$ cat src/rtl/stage_sequencer.sv
// Multi-cycle LEGv8 phase sequencer: walks one instruction through fetch, decode,
// execute, optional memory and writeback, pulsing one registered strobe per phase.
module stage_sequencer #(
    parameter int CNT_W       = 16,
    parameter int MEM_TIMEOUT = 15
) (
    input  logic             clk,
    input  logic             reset,
    input  logic             start,
    input  logic             halt_req,
    input  logic             uncond_branch,
    input  logic             branch,
    input  logic             mem_read,
    input  logic             mem_write,
    input  logic             reg_write,
    input  logic             alu_zero,
    input  logic             mem_ready,
    output logic             ir_load,
    output logic             reg_read_en,
    output logic             alu_en,
    output logic             mem_req,
    output logic             reg_write_en,
    output logic             pc_write,
    output logic             pc_src,
    output logic             busy,
    output logic [2:0]       stage,
    output logic [CNT_W-1:0] instr_count,
    output logic             mem_error
);

    typedef enum logic [2:0] {
        S_IDLE      = 3'd0,
        S_FETCH     = 3'd1,
        S_DECODE    = 3'd2,
        S_EXECUTE   = 3'd3,
        S_MEMORY    = 3'd4,
        S_WRITEBACK = 3'd5,
        S_HALT      = 3'd6
    } state_t;

    localparam logic [7:0] WAIT_LAST = 8'(MEM_TIMEOUT - 1);

    state_t           state_reg, state_next;
    logic [7:0]       wait_reg, wait_next;
    logic             reg_write_reg, reg_write_next;
    logic             pc_src_next;
    logic             mem_error_next;
    logic [CNT_W-1:0] count_next;

    always_comb begin
        state_next     = state_reg;
        wait_next      = wait_reg;
        reg_write_next = reg_write_reg;
        pc_src_next    = pc_src;
        mem_error_next = mem_error;
        count_next     = instr_count;
        case (state_reg)
            S_IDLE:    if (start) state_next = S_FETCH;
            S_FETCH:   state_next = S_DECODE;
            S_DECODE:  state_next = S_EXECUTE;
            S_EXECUTE: begin
                pc_src_next    = uncond_branch | (branch & alu_zero);
                reg_write_next = reg_write;
                wait_next      = 8'd0;
                // A combined read+write still issues only one request.
                state_next     = (mem_read | mem_write) ? S_MEMORY : S_WRITEBACK;
            end
            S_MEMORY: begin
                if (mem_ready) begin
                    state_next = S_WRITEBACK;
                end else if (wait_reg == WAIT_LAST) begin
                    mem_error_next = 1'b1;
                    state_next     = S_HALT;
                end else begin
                    wait_next = wait_reg + 8'd1;
                end
            end
            S_WRITEBACK: begin
                if (instr_count != '1) count_next = instr_count + CNT_W'(1);
                state_next = halt_req ? S_HALT : S_FETCH;
            end
            S_HALT:  state_next = S_HALT;
            default: state_next = S_HALT;
        endcase
    end

    // Strobes are registered from the next state so each is a clean flop output.
    always_ff @(posedge clk or negedge reset) begin
        if (!reset) begin
            state_reg     <= S_IDLE;
            wait_reg      <= 8'd0;
            reg_write_reg <= 1'b0;
            pc_src        <= 1'b0;
            mem_error     <= 1'b0;
            instr_count   <= '0;
            ir_load       <= 1'b0;
            reg_read_en   <= 1'b0;
            alu_en        <= 1'b0;
            mem_req       <= 1'b0;
            reg_write_en  <= 1'b0;
            pc_write      <= 1'b0;
            busy          <= 1'b0;
        end else begin
            state_reg     <= state_next;
            wait_reg      <= wait_next;
            reg_write_reg <= reg_write_next;
            pc_src        <= pc_src_next;
            mem_error     <= mem_error_next;
            instr_count   <= count_next;
            ir_load       <= (state_next == S_FETCH);
            reg_read_en   <= (state_next == S_DECODE);
            alu_en        <= (state_next == S_EXECUTE);
            mem_req       <= (state_next == S_MEMORY);
            reg_write_en  <= (state_next == S_WRITEBACK) & reg_write_next;
            pc_write      <= (state_next == S_WRITEBACK);
            busy          <= (state_next != S_IDLE) && (state_next != S_HALT);
        end
    end

    assign stage = state_reg;

endmodule

$ cat config.mk
export PLATFORM = sky130hd
export DESIGN_NAME = stage_sequencer
export DESIGN_NICKNAME = d
export VERILOG_FILES = /design/src/rtl/stage_sequencer.sv
export SDC_FILE = /design/constraint.sdc
export NUM_CORES = 1
export LEC_CHECK = 0
export ABC_AREA = 1
export CELL_PAD_IN_SITES_DETAIL_PLACEMENT = 0
export CELL_PAD_IN_SITES_GLOBAL_PLACEMENT = 1
export CORE_ASPECT_RATIO = 0.9
export CORE_MARGIN = 8
export CORE_UTILIZATION = 34
export CTS_CLUSTER_DIAMETER = 40
export CTS_CLUSTER_SIZE = 12
export DETAILED_ROUTE_END_ITERATION = 10
export PLACE_DENSITY_LB_ADDON = 0.1
export SLEW_MARGIN = 10
export SYNTH_ARGS = -nofsm -noshare
export SYNTH_HDL_FRONTEND = slang
export SYNTH_SLANG_ARGS = --single-unit
export TNS_END_PERCENT = 10
$ cat constraint.sdc
create_clock -name clk -period 1.3 [get_ports clk]
set_input_delay 0.26 -clock clk [delete_from_list [all_inputs] [get_ports clk]]
set_output_delay 0.26 -clock clk [all_outputs]
set_load 0.05 [all_outputs]
==> impl_metrics.toml, run 1 <==
[timing]
skew_ns = 0.00650
finalWorstSetupSlack_ns = -0.0671
max_freq_ghz = 0.732
setup_tns_ns = -0.725
setup_viol = 16
max-slew-margin-rel_pct = 76.7
period_needed_ns = 1.37
worst_slew_pin_slew_ns = 0.349
min_period_over_period_pct = 105
hold_violations = 0
rsz0062_at_grt = "yes"
drv_slew = 0

[power]
combPwrFrac_pct = 53.2
switchingPower_uw = 2240
irDropWorstVdd_uv = 1460
power_leakage_uw = 0.00160
internal_power_uw = 3450
swShare_pct = 39.4
p_total_uw = 5690
power_density_mw_per_mm2 = 1710
seqPwrFrac_pct = 28.2
power_frac_clock_pct = 18.6

[clocking]
cts_buffers = 5
postCtsSetupRepairBufs = 0
htree_levels = 2
cts_sinks = 37
root_buffer = "clkbuf_8"
clkTransAtPathRegs_ns = 0.08
cts_tree = "built"
clock_latency_ns = 0.29
clockBufferDepth = 2

[yosys]
ys_warn_count = 0
async_flop_share_pct = 100
synth-edff-count = 0
ys_ff_latch = 37
synth_xor_area_share_pct = 5.69
synth-simple-area-share_pct = 34.8
synth.area.mux_share_pct = 0
synth_top_family_by_area = "simple AND/OR/NAND/NOR gates"
synth.distinct_cells = 26
ys_seq_area_share_pct = 46.3
syn_nets = 274
synth_compound_area_share_pct = 5.25
synth.avg_cell_area_sq_um = 7.70
synth_cells = 260
netlist_area_sq_mm = 0.00200
synth-adder-area-share_pct = 1.88
synth-main-ff-cell = "dfrtp_1"

[grt]
overflow = 0
antenna_found_initial = 0
grt_pass1_vias = 1991
grt_max_degree = 25
grt_pass1_wl_mm = 9.38
grtUsageTotal_pct = 13.3

[detailed_routing]
viasPerCell = 4.59
drc_errors = 0
wl_per_cell_um = 12.7
initialDrtViolationCount = 82
firstDrtPassIters = 4
routed_wl_mm = 5.35
via_count = 1940
drtAntennaViolNets = 0

[placed_design]
hpwl_mm = 4.14
placed_area_sq_mm = 0.00313
place.port_buffers = 38
gp_congestion = 0.899

[die]
die_h_um = 88.8
fp.coreArea_sq_mm = 0.00569
die_area_sq_mm = 0.00860
die_w_um = 96.9
pin_count = 39
start_util_pct = 35.2
rows = 26

[hold_path]
hold_class = "input port to asynchronous set/reset pin"

[critical_path]
startpoint_type = "flip-flop"
critPathLaunch = "instr_count[1]"
endpoint_kind = "flip-flop"
critPathArrivalTime_ns = 1.58
cp.required_ns = 1.51
worstSetupPathType = "flip-flop to flip-flop"
crit_fanout = 11
r2r-start = "instr_count[1]"

[final_layout]
final_util_pct = 58.3
regArea_sq_um = 941
largest_reg_flops = 16
drive_gt1_share_pct = 34.0
multiInputGateArea_sq_mm = 0.00101
fillers = 509
stdcell_area_sq_mm = 0.00332
antenna_cells = 0
nets = 366
area_delta_synth_final_pct = 65.9

[status]
violations = "setup timing"
status = "finished, violations left"

[job]
drv_cap = 0
-- per-stage QoR --
stage | cells | setup slack, ns | hold slack [ns]
6_report | 423 | -0.0671 | 0.408
5_1_grt | 423 | -0.192 | 0.440
4_1_cts | 423 | -0.0777 | 0.413
3_5_place_dp | 414 | -0.106 | 0.190
3_3_place_gp | 414 | -0.0981 | 0.186
2_1_floorplan | 260 | -0.311 | -0.0356
-- placed cells by master, fill, tap and decap left out, types with 6 or more instances in the layout --
master           Yosys  layout
buf_12               0      30
buf_4                1      44
clkbuf_8             0       6
clkdlybuf4s50_1      0       9
dfrtp_1             37      25
dfrtp_2              0      12
inv_1               22      21
nand2_1            102     100
nand3_1             16      13
nor2_1              24      21
o21ai_0             11       7
o21ai_1              5       9
xnor2_1              7       7
xor2_1               6       6
-- cell type report --
class	count	share of cell area [%]
clock buffer	6	2.49
clock inverter	2	1.13
inverter	24	2.79
multi-input combinational	196	30.3
sequential	37	28.3
tap	70	2.64
timing repair buffer	88	32.3
-- routing by layer --
metal  routed length, um  part of all wire (%)  track usage (%)  up-vias
li1                    -                     -                -     1004
met1                2740                    51             17.5      899
met2                2350                    44             20.9       35
met3                 236                   4.4             3.51        2
met4                  26                  0.49             3.63        0
met5                   0                     0                0        -
-- synth_stat cells, types with 2 or more instances --
library cell    n  area, sq um
nand2_1       102          383
dfrtp_1        37          926
nor2_1         24         90.1
inv_1          22         82.6
nand3_1        16         80.1
o21ai_0        11         55.1
xnor2_1         7         61.3
nor3_1          6         30.0
xor2_1          6         52.6
o21ai_1         5         25.0
ha_1            3         37.5
nand4_1         3         18.8
a21oi_1         2         10.0
buf_6           2         22.5
nand3_2         2         20.0
o21bai_1        2         15.0
-- power by group through the flow --
stage          registers, uW  clock network [uW]  logic (uW)
2_1_floorplan           2250                   0         694
3_3_place_gp            1600                   0        2920
3_5_place_dp            1620                   0        2930
4_1_cts                 1610                1080        3000
5_1_grt                 1640                1130        3240
6_report                1600                1060        3030
-- final timing paths --
kind                            slack [ns]  cells past startpoint             end
worst max-delay path                 -0.07                      8  instr_count[6]
worst min-delay path                  0.41                      2        pc_write
worst max register to register       -0.07                      8  instr_count[6]
worst min register to register        0.53                      1     reg_read_en
max in group asynchronous             0.43                      3        stage[1]
min in group clk                      0.53                      1     reg_read_en
-- critical path, cell delays in order (launching register included) --
cell	delay [ns]
dfrtp_2	0.41
ha_4	0.16
nand3_4	0.10
nor3_4	0.15
nand3_2	0.10
nand2_4	0.11
buf_12	0.14
nand2_1	0.05
o21ai_1	0.07
-- repair_timing --
item	4_1_cts	5_1_grt
pin swaps	2	2
hold buffers	1	0
endpoints found under the hold margin	13	0
gates resized for setup	10	11
endpoints found under the setup margin	30	39
-- cells by family (layout without fill, tap and decap cells) --
logic type | Yosys count | in the layout
flip-flops | 37 | 37
XOR/XNOR | 13 | 13
adder cells (fa/ha/maj) | 3 | 3
AO/OA/AOI/OAI | 20 | 20
buffers and inverters | 27 | 120
AND/OR/NAND/NOR | 160 | 160
No activity file was read; power rests on OpenSTA's default activity.
==> run 2, diff against run 1 <==
--- a/config.mk
+++ b/config.mk
@@ -9,7 +9,6 @@
 export CELL_PAD_IN_SITES_DETAIL_PLACEMENT = 0
 export CELL_PAD_IN_SITES_GLOBAL_PLACEMENT = 1
 export CORE_ASPECT_RATIO = 0.9
-export CORE_MARGIN = 8
 export CORE_UTILIZATION = 34
 export CTS_CLUSTER_DIAMETER = 40
 export CTS_CLUSTER_SIZE = 12
==> impl_metrics.toml, run 2 (synthesis results as in run 1) <==
[timing]
min_period_over_period_pct = 107
max-slew-margin-rel_pct = 75.4
holdWs_ns = 0.408
finalWorstSetupSlack_ns = -0.0943
period_needed_ns = 1.39
max_freq_ghz = 0.717
worst_slew_pin_slew_ns = 0.369
skew_ns = 0.00521
hold_violations = 0
setup_viol = 16
rsz0062_at_grt = "yes"
drv_slew = 0

[detailed_routing]
routed_wl_mm = 5.08
wl_met3_um = 185
wl_per_cell_um = 11.8
drc_errors = 0
initialDrtViolationCount = 114
via_count = 1948
viasPerCell = 4.54
drtAntennaViolNets = 0
top_layer = "met4"
m1WireLength_mm = 2.72
wl_met2_mm = 2.13
firstDrtPassIters = 4

[die]
fp.coreArea_sq_mm = 0.00569
pin_count = 39
die_h_um = 74.8
die_area_sq_mm = 0.00620
die_w_um = 82.9
rows = 26
start_util_pct = 35.2

[final_layout]
fillers = 493
layout_common_cells = "101 x nand2_1, 40 x buf_4, 30 x buf_12"
final_common_cell = "nand2_1"
nets = 372
antenna_cells = 0
drive_gt1_share_pct = 34.0
regArea_sq_um = 940
multiInputGateArea_sq_um = 992
final_util_pct = 58.9
area_delta_synth_final_pct = 67.6
largest_reg_flops = 16

[clocking]
clkTransAtPathRegs_ns = 0.08
cts_buffers = 5
clock_latency_ns = 0.29
clockBufferDepth = 2
cts_sinks = 37
cts_tree = "built"
root_buffer = "clkbuf_8"
htree_levels = 2

[grt]
grt_max_degree = 24
overflow = 0
grt_pass1_vias = 1821
grt_pass1_wl_mm = 8.58
grtUsageTotal_pct = 17.6
antenna_found_initial = 0

[status]
violations = "setup timing"
status = "finished, violations left"

[critical_path]
startpoint_type = "flip-flop"
r2r_setup_slack_ns = -0.09
max_stage_delay_ns = 0.43
worst_path_max_delay_cell = "dfrtp_2"
r2r-start = "instr_count[2]"
cp.required_ns = 1.49
worstSetupPathType = "flip-flop to flip-flop"
critPathLaunch = "instr_count[2]"
critPathArrivalTime_ns = 1.58
crit_fanout = 4
path_cells = "nand2_1, nor2_1, nand2_1, o21ai_0, nand2_1, nand2_1, nand2_1"
rr_endpoint = "instr_count[15]"
endpoint_kind = "flip-flop"
critPathCapture = "instr_count[15]"
crit_top_cell = "nand2_1"
reg2reg_depth = 7

[power]
power_leakage_uw = 0.00162
power_density_mw_per_mm2 = 1610
irDropWorstVdd_uv = 1350

[hold_path]
hold_class = "input port to asynchronous set/reset pin"

[placed_design]
place.port_buffers = 38
gp_congestion = 0.806
hpwl_mm = 3.95

[job]
drv_cap = 0
## run 2: changes by cell type in the layout (fill, tap and decap cells not counted), moves of 2 or more
cell,delta
clkinv_2,+2
buf_4,-4
buf_6,+10
o21ai_1,-2
nor2_1,+2
## run 2: per-layer routing
metal,up-vias,GRT usage (%)
met3,4,3.62
met5,-,0
met4,0,5.75
met2,35,27.0
met1,891,25.2
li1,1018,-
## run 2: worst min path at each step
| stage | from | to | slack (ns) | cells past startpoint |
|---|---|---|---|---|
| finish | reset | wait_reg[6] | 0.41 | 2 |
| global route | reset | wait_reg[5] | 0.44 | 2 |
| CTS | reset | wait_reg[5] | 0.41 | 2 |
| detailed placement | reset | wait_reg[5] | 0.20 | 1 |
| global placement | reset | wait_reg[5] | 0.20 | 1 |
| floorplan | reset | alu_en | -0.04 | 0 |
## run 2: layout make-up
class,instances,area share [%]
well taps,70,2.61
clock buffers,5,2.05
inverters,24,2.76
flip-flops and latches,37,28.0
clock inverters,3,0.522
multi-input cells,196,29.6
repair buffers,94,34.5
## run 2: timing repair
| item | in CTS | in global routing |
|---|---|---|
| hold endpoints to repair | 14 | 0 |
| setup buffers | 0 | 2 |
| endpoints found under the setup margin | 31 | 43 |
| gates resized for setup | 8 | 17 |
| hold buffers | 1 | 0 |
| pin swaps | 1 | 4 |
## run 2: power by group
part | internal, uW | switching [uW]
logic | 1440 | 1550
registers | 1390 | 229
clock network | 370 | 436
## run 2: critical path, delay by kind of cell (launching register included)
family	cells	cell delay, ns
DFF	1	0.43
and+or+nand+nor	6	0.67
AOI/OAI and AO/OA	1	0.18
## run 2: per-stage QoR
stage	setup slack, ns	instances	setup TNS [ns]	area [sq um]	total power [uW]
after floorplan	-0.311	260	-6.78	2030	2950
after global placement	-0.0764	418	-0.804	3160	4460
after detailed placement	-0.0944	418	-1.85	3160	4490
after CTS	-0.103	427	-1.53	3290	5360
after global routing	-0.186	429	-3.33	3350	5750
final	-0.0943	429	-1.21	3350	5410
==> run 3, diff against run 2 <==
--- a/config.mk
+++ b/config.mk
@@ -5,11 +5,10 @@
 export SDC_FILE = /design/constraint.sdc
 export NUM_CORES = 1
 export LEC_CHECK = 0
-export ABC_AREA = 1
 export CELL_PAD_IN_SITES_DETAIL_PLACEMENT = 0
 export CELL_PAD_IN_SITES_GLOBAL_PLACEMENT = 1
 export CORE_ASPECT_RATIO = 0.9
-export CORE_UTILIZATION = 34
+export CORE_UTILIZATION = 36
 export CTS_CLUSTER_DIAMETER = 40
 export CTS_CLUSTER_SIZE = 12
 export DETAILED_ROUTE_END_ITERATION = 10
==> impl_metrics.toml, run 3 <==
[clocking]
clockBufferDepth = 2
cts_buffers = 5
clkTransAtPathRegs_ns = 0.08
root_buffer = "clkbuf_8"
cts_tree = "built"
clock_latency_ns = 0.29
cts_sinks = 37
htree_levels = 2

[die]
die_w_um = 78.1
die_area_sq_mm = 0.00551
fp.coreArea_sq_mm = 0.00492
rows = 24
start_util_pct = 38.1
pin_count = 39
die_h_um = 70.5

[timing]
min_period_over_period_pct = 136
period_needed_ns = 1.77
max_freq_ghz = 0.566
max-slew-margin-rel_pct = 68.9
setup_viol = 35
drv_slew = 0
hold_violations = 0
rsz0062_at_grt = "yes"
setup_tns_ns = -7.51
finalWorstSetupSlack_ns = -0.467
worst_slew_pin_slew_ns = 0.463
skew_ns = 0.00676
holdWs_ns = 0.460

[grt]
busiest_layer = "met2"
grt_util_met1_pct = 26.1
grt_pass1_vias = 1726
grtUsageMet2_pct = 31.1
overflow = 0
grt_pass1_wl_mm = 8.31
grt_max_degree = 38
antenna_found_initial = 0
grtUsageTotal_pct = 19.5
use_met3_pct = 4.05

[hold_path]
hold_class = "input port to asynchronous set/reset pin"

[detailed_routing]
viasPerCell = 4.97
routed_wl_mm = 4.80
drc_errors = 0
drtAntennaViolNets = 0
wl_per_cell_um = 14.4
via_count = 1654
initialDrtViolationCount = 38
firstDrtPassIters = 4

[critical_path]
crit_fanout = 4
cp_num_buf_inv = 2
endpoint_kind = "flip-flop"
path_cells = "inv_2, ha_4, or4b_4, nor3_4, buf_6, a2111oi_2, a311o_1"
rr_endpoint = "wait_reg[1]"
critPathTopFamily = "simple AND/OR/NAND/NOR gates"
worst_path_max_delay_cell = "or4b_4"
startpoint_type = "flip-flop"
reg2reg_depth = 7
critPathLaunch = "wait_reg[0]"
max_stage_delay_ns = 0.46
worstSetupPathType = "flip-flop to flip-flop"
r2r-start = "wait_reg[0]"
critPathArrivalTime_ns = 1.95
r2r_setup_slack_ns = -0.47
cp.required_ns = 1.48

[yosys]
synth-edff-count = 0
synth.avg_cell_area_sq_um = 11.3
synth_area_leaders = "dfrtp_1 49%, xor2_1 7.5%, nand3_1 2.7%, nor3_1 2.7%, nand2_1 2.2%"
ys_seq_area_share_pct = 49.3
yosysMostFrequentCell = "dfrtp_1"
syn_nets = 180
synth-main-ff-cell = "dfrtp_1"
netlist_area_sq_mm = 0.00188
synth_cells = 166
ys_warn_count = 0
synth_top_area_share_pct = 49.3
async_flop_share_pct = 100
synth_top_area_cell = "dfrtp_1"
synthTopCellsByCount = "37 x dfrtp_1, 16 x xor2_1, 11 x nand2_1, 10 x nand3_1, 10 x nor3_1"
ys_ff_latch = 37
synth.distinct_cells = 48

[power]
irDropWorstVdd_uv = 1150
p_total_uw = 5730
power_leakage_uw = 0.00151
power_density_mw_per_mm2 = 1720

[status]
status = "finished, violations left"
violations = "setup timing"

[final_layout]
area_delta_synth_final_pct = 77.2
antenna_cells = 0
final_util_pct = 67.6
layout_common_cells = "44 x buf_4, 29 x buf_12, 19 x dfrtp_2"
drive_gt1_share_pct = 55.6
nets = 281
final_common_cell = "buf_4"
largest_reg_flops = 16

[placed_design]
place.port_buffers = 38
hpwl_mm = 3.58
gp_congestion = 0.813

[job]
drv_cap = 0
run 3: how the worst max path moves through the flow:
stage,endpoint,slack (ns),cells past startpoint
2_1_floorplan,wait_reg[1],-0.50,6
3_3_place_gp,reg_write_en,-0.54,5
3_5_place_dp,reg_write_en,-0.63,5
4_1_cts,wait_reg[1],-0.45,7
5_1_grt,wait_reg[1],-0.55,7
6_report,wait_reg[1],-0.47,7
run 3: tightest hold or removal path, delay by kind of cell:
family,cells,cell delay [ns]
buf+inv,3,0.86
run 3: where the power goes:
| group | total, uW | leakage [uW] | internal (uW) | switching [uW] |
|---|---|---|---|---|
| sequential | 1680 | 0.000463 | 1420 | 262 |
| clock | 791 | 0.0000450 | 372 | 419 |
| combinational | 3270 | 0.00100 | 1700 | 1570 |
| total | 5730 | 0.00151 | 3480 | 2250 |
run 3: per-stage QoR:
step / instance area (sq um) / instances / setup slack, ns
finish: 3330 / 333 / -0.467
global route: 3330 / 333 / -0.551
global placement: 3060 / 319 / -0.542
CTS: 3270 / 331 / -0.454
floorplan: 1930 / 166 / -0.498
detailed placement: 3060 / 319 / -0.625
run 3: kinds of logic after synthesis:
group	Yosys count	share of synthesized area, %
xor gates and xnor gates	18	8.39
DFF	37	49.3
buffers and inverters	7	2.20
muxes	3	1.73
and+or+nand+nor	81	29.0
AOI/OAI and AO/OA	17	7.40
adders and majority gates	3	2.00
run 3: cell type report:
class / instances / area (sq um)
Clock buffer: 6 / 72.6
Clock inverter: 2 / 10.0
Fill cell: 386 / 1600
Inverter: 3 / 11.3
Multi-Input combinational cell: 122 / 1030
Sequential cell: 37 / 950
Tap cell: 65 / 81.3
Timing Repair Buffer: 98 / 1170
run 3: routing by layer:
| metal | share of wire (%) | wire length [um] | vias up |
|---|---|---|---|
| met1 | 45 | 2140 | 809 |
| met4 | 1.3 | 63 | 0 |
| li1 | - | - | 806 |
| met5 | 0 | 0 | - |
| met3 | 3.5 | 168 | 7 |
| met2 | 51 | 2430 | 32 |
run 3: repair_timing:
item                                    CTS  global route
endpoints found under the setup margin   42            44
endpoints found under the hold margin    37             0
setup buffers                             3             2
gates resized for setup                  24             9
pin swaps                                 9             7
hold buffers                              1             0
